--- src/rtl/melody_pkg.sv ---
// melody_pkg: shared widths, note half-period table and FSM states for the melody player.
package melody_pkg;
    localparam int NOTE_W = 3;
    localparam int ADDR_W = 6;
    localparam int HALF_W = 16;
    localparam logic [HALF_W-1:0] HALF_PERIOD [8] = '{
        16'd0, 16'd47778, 16'd42566, 16'd37921, 16'd35793, 16'd31888, 16'd28409, 16'd25310
    };
    typedef enum logic [1:0] {S_IDLE, S_FETCH, S_PLAY} state_t;
    function automatic logic [HALF_W-1:0] shifted_half(logic [NOTE_W-1:0] code, int shift);
        logic [HALF_W-1:0] h;
        h = HALF_PERIOD[code] >> shift;
        return (h == '0) ? HALF_W'(1) : h;
    endfunction
endpackage

--- src/rtl/tone_gen.sv ---
// tone_gen: square wave that toggles every `half` cycles; held low while cleared or resting.
module tone_gen
    import melody_pkg::*;
(
    input  logic              clk,
    input  logic              reset,
    input  logic              clear,
    input  logic              rest,
    input  logic [HALF_W-1:0] half,
    output logic              audio_out
);
    logic [HALF_W-1:0] cnt;
    always_ff @(posedge clk) begin
        if (reset || clear || rest) begin
            cnt       <= '0;
            audio_out <= 1'b0;
        end else if (cnt == half - 1'b1) begin
            cnt       <= '0;
            audio_out <= ~audio_out;
        end else begin
            cnt <= cnt + 1'b1;
        end
    end
endmodule

--- src/rtl/melody_player.sv ---
// melody_player: walks the melody ROM, holds each note for NOTE_CYCLES and drives a square-wave pin.
module melody_player
    import melody_pkg::*;
#(
    parameter int NOTE_CYCLES = 6_250_000,
    parameter int MELODY_LEN  = 42,
    parameter int TONE_SHIFT  = 0
) (
    input  logic              clk,
    input  logic              reset,
    input  logic              start,
    input  logic              stop,
    input  logic              loop,
    output logic [ADDR_W-1:0] rom_addr,
    input  logic [NOTE_W-1:0] rom_q,
    output logic [NOTE_W-1:0] note,
    output logic              audio_out,
    output logic              busy,
    output logic              done
);
    localparam int CNT_W = $clog2(NOTE_CYCLES + 1);
    localparam logic [CNT_W-1:0]  NOTE_LAST = CNT_W'(NOTE_CYCLES - 1);
    localparam logic [ADDR_W-1:0] ADDR_LAST = ADDR_W'(MELODY_LEN - 1);
    state_t            state;
    logic              fetch_2nd;
    logic [CNT_W-1:0]  note_cnt;
    logic [HALF_W-1:0] half;
    logic              note_end;
    logic              tone_clear;
    assign note_end   = (state == S_PLAY) && (note_cnt == NOTE_LAST);
    assign busy       = (state != S_IDLE);
    // tone is silenced on the edge that leaves PLAY so FETCH always sees audio low
    assign tone_clear = (state != S_PLAY) || stop || note_end;
    always_ff @(posedge clk) begin
        if (reset || stop) begin
            state     <= S_IDLE;
            fetch_2nd <= 1'b0;
            note_cnt  <= '0;
            rom_addr  <= '0;
            note      <= '0;
            half      <= '0;
            done      <= 1'b0;
        end else begin
            done <= 1'b0;
            case (state)
                S_IDLE: begin
                    fetch_2nd <= 1'b0;
                    if (start) state <= S_FETCH;
                end
                S_FETCH: begin
                    fetch_2nd <= ~fetch_2nd;
                    if (fetch_2nd) begin
                        note     <= rom_q;
                        half     <= shifted_half(rom_q, TONE_SHIFT);
                        note_cnt <= '0;
                        state    <= S_PLAY;
                    end
                end
                S_PLAY: begin
                    note_cnt <= note_end ? '0 : note_cnt + 1'b1;
                    if (note_end) begin
                        if (rom_addr < ADDR_LAST) begin
                            rom_addr <= rom_addr + 1'b1;
                            state    <= S_FETCH;
                        end else if (loop) begin
                            rom_addr <= '0;
                            state    <= S_FETCH;
                        end else begin
                            rom_addr <= '0;
                            note     <= '0;
                            done     <= 1'b1;
                            state    <= S_IDLE;
                        end
                    end
                end
                default: state <= S_IDLE;
            endcase
        end
    end
    tone_gen u_tone (
        .clk       (clk),
        .reset     (reset),
        .clear     (tone_clear),
        .rest      (note == '0),
        .half      (half),
        .audio_out (audio_out)
    );
endmodule

--- config.mk ---
export PLATFORM = sky130hd
export DESIGN_NAME = melody_player
export DESIGN_NICKNAME = d
export VERILOG_FILES = /design/src/rtl/melody_pkg.sv /design/src/rtl/tone_gen.sv /design/src/rtl/melody_player.sv
export SDC_FILE = /design/constraint.sdc
export NUM_CORES = 1
export LEC_CHECK = 0
export CORE_MARGIN = 3
export CORE_UTILIZATION = 50
export CTS_CLUSTER_SIZE = 16
export DETAILED_ROUTE_END_ITERATION = 10
export PLACE_DENSITY = 0.68
export SYNTH_ARGS = -nofsm -noshare
export SYNTH_HDL_FRONTEND = slang
export SYNTH_HIERARCHICAL = 1
export SYNTH_SLANG_ARGS = --single-unit
--- constraint.sdc ---
create_clock -name clk -period 3.1 [get_ports clk]
set_input_delay 0.62 -clock clk [delete_from_list [all_inputs] [get_ports clk]]
set_output_delay 0.62 -clock clk [all_outputs]
set_load 0.03 [all_outputs]
==> flow_summary.ini, run 1 <==
[run_status]
status = completed

[critical_path]
crit_chain = inv_1 -> ha_1 -> nor3b_1 -> nand4_1 -> xnor2_1 -> a2111o_1 -> nor4_4 -> buf_4 -> nor3_1
reg2reg_depth = 9
critPathRequiredTime_ns = 3.31
worstSetupEndpointType = register
arrival_ns = 2.85
critPathBufInv = 2
criticalPathCategory = register to register
cp-start-kind = register
cpMaxStageDelayCell = nor3b_1
path_delay_family = simple AND/OR/NAND/NOR gates
critical-path-max-stage-delay_ns = 0.50
crit_cells = 9
cp_max_fo = 15

[grt]
overflow = 0
grt_pass1_wl_um = 14280
grt_max_degree = 36
antenna_found_initial = 0
grt_pass1_vias = 2985
track_usage = 0.2027

[clock_tree]
cts_tree = built
path_clk_slew_ns = 0.07
worstSkewPairLatency_ns = 0.34
cts_made_buffers = 9
hold_buffers = 0
cts.path.max_buffers = 2
clock_sinks = 69
root_buffer = clkbuf_8
htree_num_levels = 3
cts_setup_buffers = 0
cts.repair.resized = 0

[finish]
drive_gt1_frac = 0.08316
layout.nets = 495
areaGrowthSynthToFinish_pct = 11.80
n_antenna_cell = 0

[power_and_ir_drop]
total_power_mw = 1.631
cellLeakagePower_nw = 1.468
irDropWorstVdd_mv = 0.3872
p_per_area_mw_per_mm2 = 376.9

[logic_synthesis]
yosysMostFrequentCell = dfxtp_1
synthSimpleGateAreaFrac = 0.3203
avgSynthCellArea_um2 = 8.434
syn-num-nets = 478
yosysSeqAreaShare = 0.3568
synth_compound_area_frac = 0.1154
synth_commonest_cells = dfxtp_1 (69), nor2_1 (49), nor3_1 (36)
syn-instance-count = 459
synthXorXnorAreaFrac = 0.1189
ys_ff_latch = 69
synth_adder_area_share = 0.03555
synth_edf_count = 0
synth_top_family_by_area = simple AND/OR/NAND/NOR gates
synth-async-reset-ratio = 0
synth_area_mm2 = 0.003871
synth_top_area_cell = dfxtp_1
synthMuxAreaShare = 0.01422
synthFlopType = dfxtp_1
synth_top_area_share = 0.3568
yosysWarnings = 6
synth_area_leaders = dfxtp_1 (36%), xor2_1 (6.3%), xnor2_1 (5.0%)
yosysUniqueCellTypes = 66

[timing]
min_period_over_period = 0.8531
fin_setup_tns_ns = 0
fin_hold_ws_ns = 0.4860
relSlewSlack = 0.4975
min_period_ns = 2.645
fin_skew_ns = 0.009525
rsz0062_at_grt = false
fmax_mhz = 378.1
drv_slew = 0
tightestPinTransition_ns = 0.7440
hold_violations = 0
setup_viol = 0

[floorplanning]
rows = 31
core_area_mm2 = 0.007370
pin_count = 20
die_h_um = 93.99
die_w_um = 93.99
die-area_mm2 = 0.008834
start_util = 0.5253

[hold_path]
hold_depth = 2
hp-class = register to register

[drt]
wl_per_cell_um = 15.09
ant_nets = 0
first_iter_violations = 152
drc = 0
drt_first_pass_iters = 4
route.vias.total = 3302
routed_wl_um = 8753
drt-vias-per-instance = 5.693

[job]
drv_cap = 0

[placed_design]
hpwlAfterDp_um = 6303
port_buffers = 19
gp_congestion = 0.8794
==> area by class of cell <==
| type | instances | area, um^2 |
|---|---|---|
| Clock buffer | 13 | 168.9 |
| Inverter | 12 | 45.04 |
| Tap cell | 99 | 123.9 |
| Multi-Input combinational cell | 357 | 2340 |
| Fill cell | 667 | 3042 |
| Clock inverter | 3 | 18.77 |
| Timing Repair Buffer | 27 | 250.2 |
| Sequential cell | 69 | 1381 |
==> worst register-to-register path, delay by kind of cell, from the launching register on <==
family | cells | cell delay (ns)
adders and majority gates | 1 | 0.22
buffers and inverters | 2 | 0.34
AOI/OAI and AO/OA | 1 | 0.43
xor gates and xnor gates | 1 | 0.18
DFF | 1 | 0.36
and+or+nand+nor | 4 | 0.99
==> per-layer routing <==
layer	wire, um	global-route usage
met3	257	0.04327
met1	4125	0.2665
met2	4300	0.3359
met4	70	0.05535
met5	0	0
==> registers in the layout, indices dropped and copies added, names as in the netlist <==
signal	count
state	2
u_tone/audio_out	1
done	1
note	3
rom_addr	6
u_tone/cnt	16
note_cnt	23
half	16
fetch_2nd	1
==> report_power, final <==
group,total [mW],switching (mW),internal [mW]
Sequential,0.889,0.00180,0.887
Clock,0.678,0.322,0.355
Combinational,0.0644,0.0390,0.0254
==> cell usage in the layout (no fill, tap or decap), types with 4 or more instances in the layout <==
master	netlist	routed
dfxtp_1	69	69
xor2_1	28	28
and3_1	4	4
ha_1	11	11
nor3_1	36	36
nand2b_1	6	6
nor3b_1	5	5
xnor2_1	22	22
a211oi_1	13	13
clkdlybuf4s50_1	0	19
nor4_1	12	12
nand4_1	16	16
mux2i_1	4	4
or4_1	7	7
a31oi_1	4	4
clkbuf_8	2	12
inv_1	12	12
buf_4	1	8
nor2b_1	7	7
o21ai_0	6	6
a21oi_1	15	15
nor2_1	49	49
nand3_1	26	26
nand2_1	31	31
==> kinds of logic after synthesis <==
group,Yosys count
AND/OR/NAND/NOR,227
multiplexers,5
adder cells (fa/ha/maj),11
buffers and inverters,33
XOR/XNOR,51
AO/OA/AOI/OAI,63
flip-flops,69
==> stage by stage <==
step                      utilization  instance area [um^2]  worst slack, ns  instances
after floorplan                     -                  3871           0.6572        459
after global placement         0.5618                  4140           0.6396        564
after detailed placement       0.5618                  4140           0.5035        564
after CTS                      0.5873                  4328           0.4706        580
after global routing           0.5873                  4328           0.1750        580
final                          0.5873                  4328           0.4554        580
==> worst paths after layout <==
path / to / slack, ns / from
min: fetch_2nd$_SDFFE_PP0P_ / 0.49 / fetch_2nd$_SDFFE_PP0P_
max reg2reg: u_tone/cnt[3]$_SDFF_PP0_ / 0.46 / half[0]$_SDFFE_PP0P_
max: u_tone/cnt[3]$_SDFF_PP0_ / 0.46 / half[0]$_SDFFE_PP0P_
min reg2reg: fetch_2nd$_SDFFE_PP0P_ / 0.49 / fetch_2nd$_SDFFE_PP0P_
Note: power is estimated with default switching activity, not from simulation.
==> inputs of run 2 (changes only) <==
CTS_CLUSTER_DIAMETER = 30   (was unset)
==> results of run 2 <==
Final layout, timing and power as in run 1 (identical DEF).
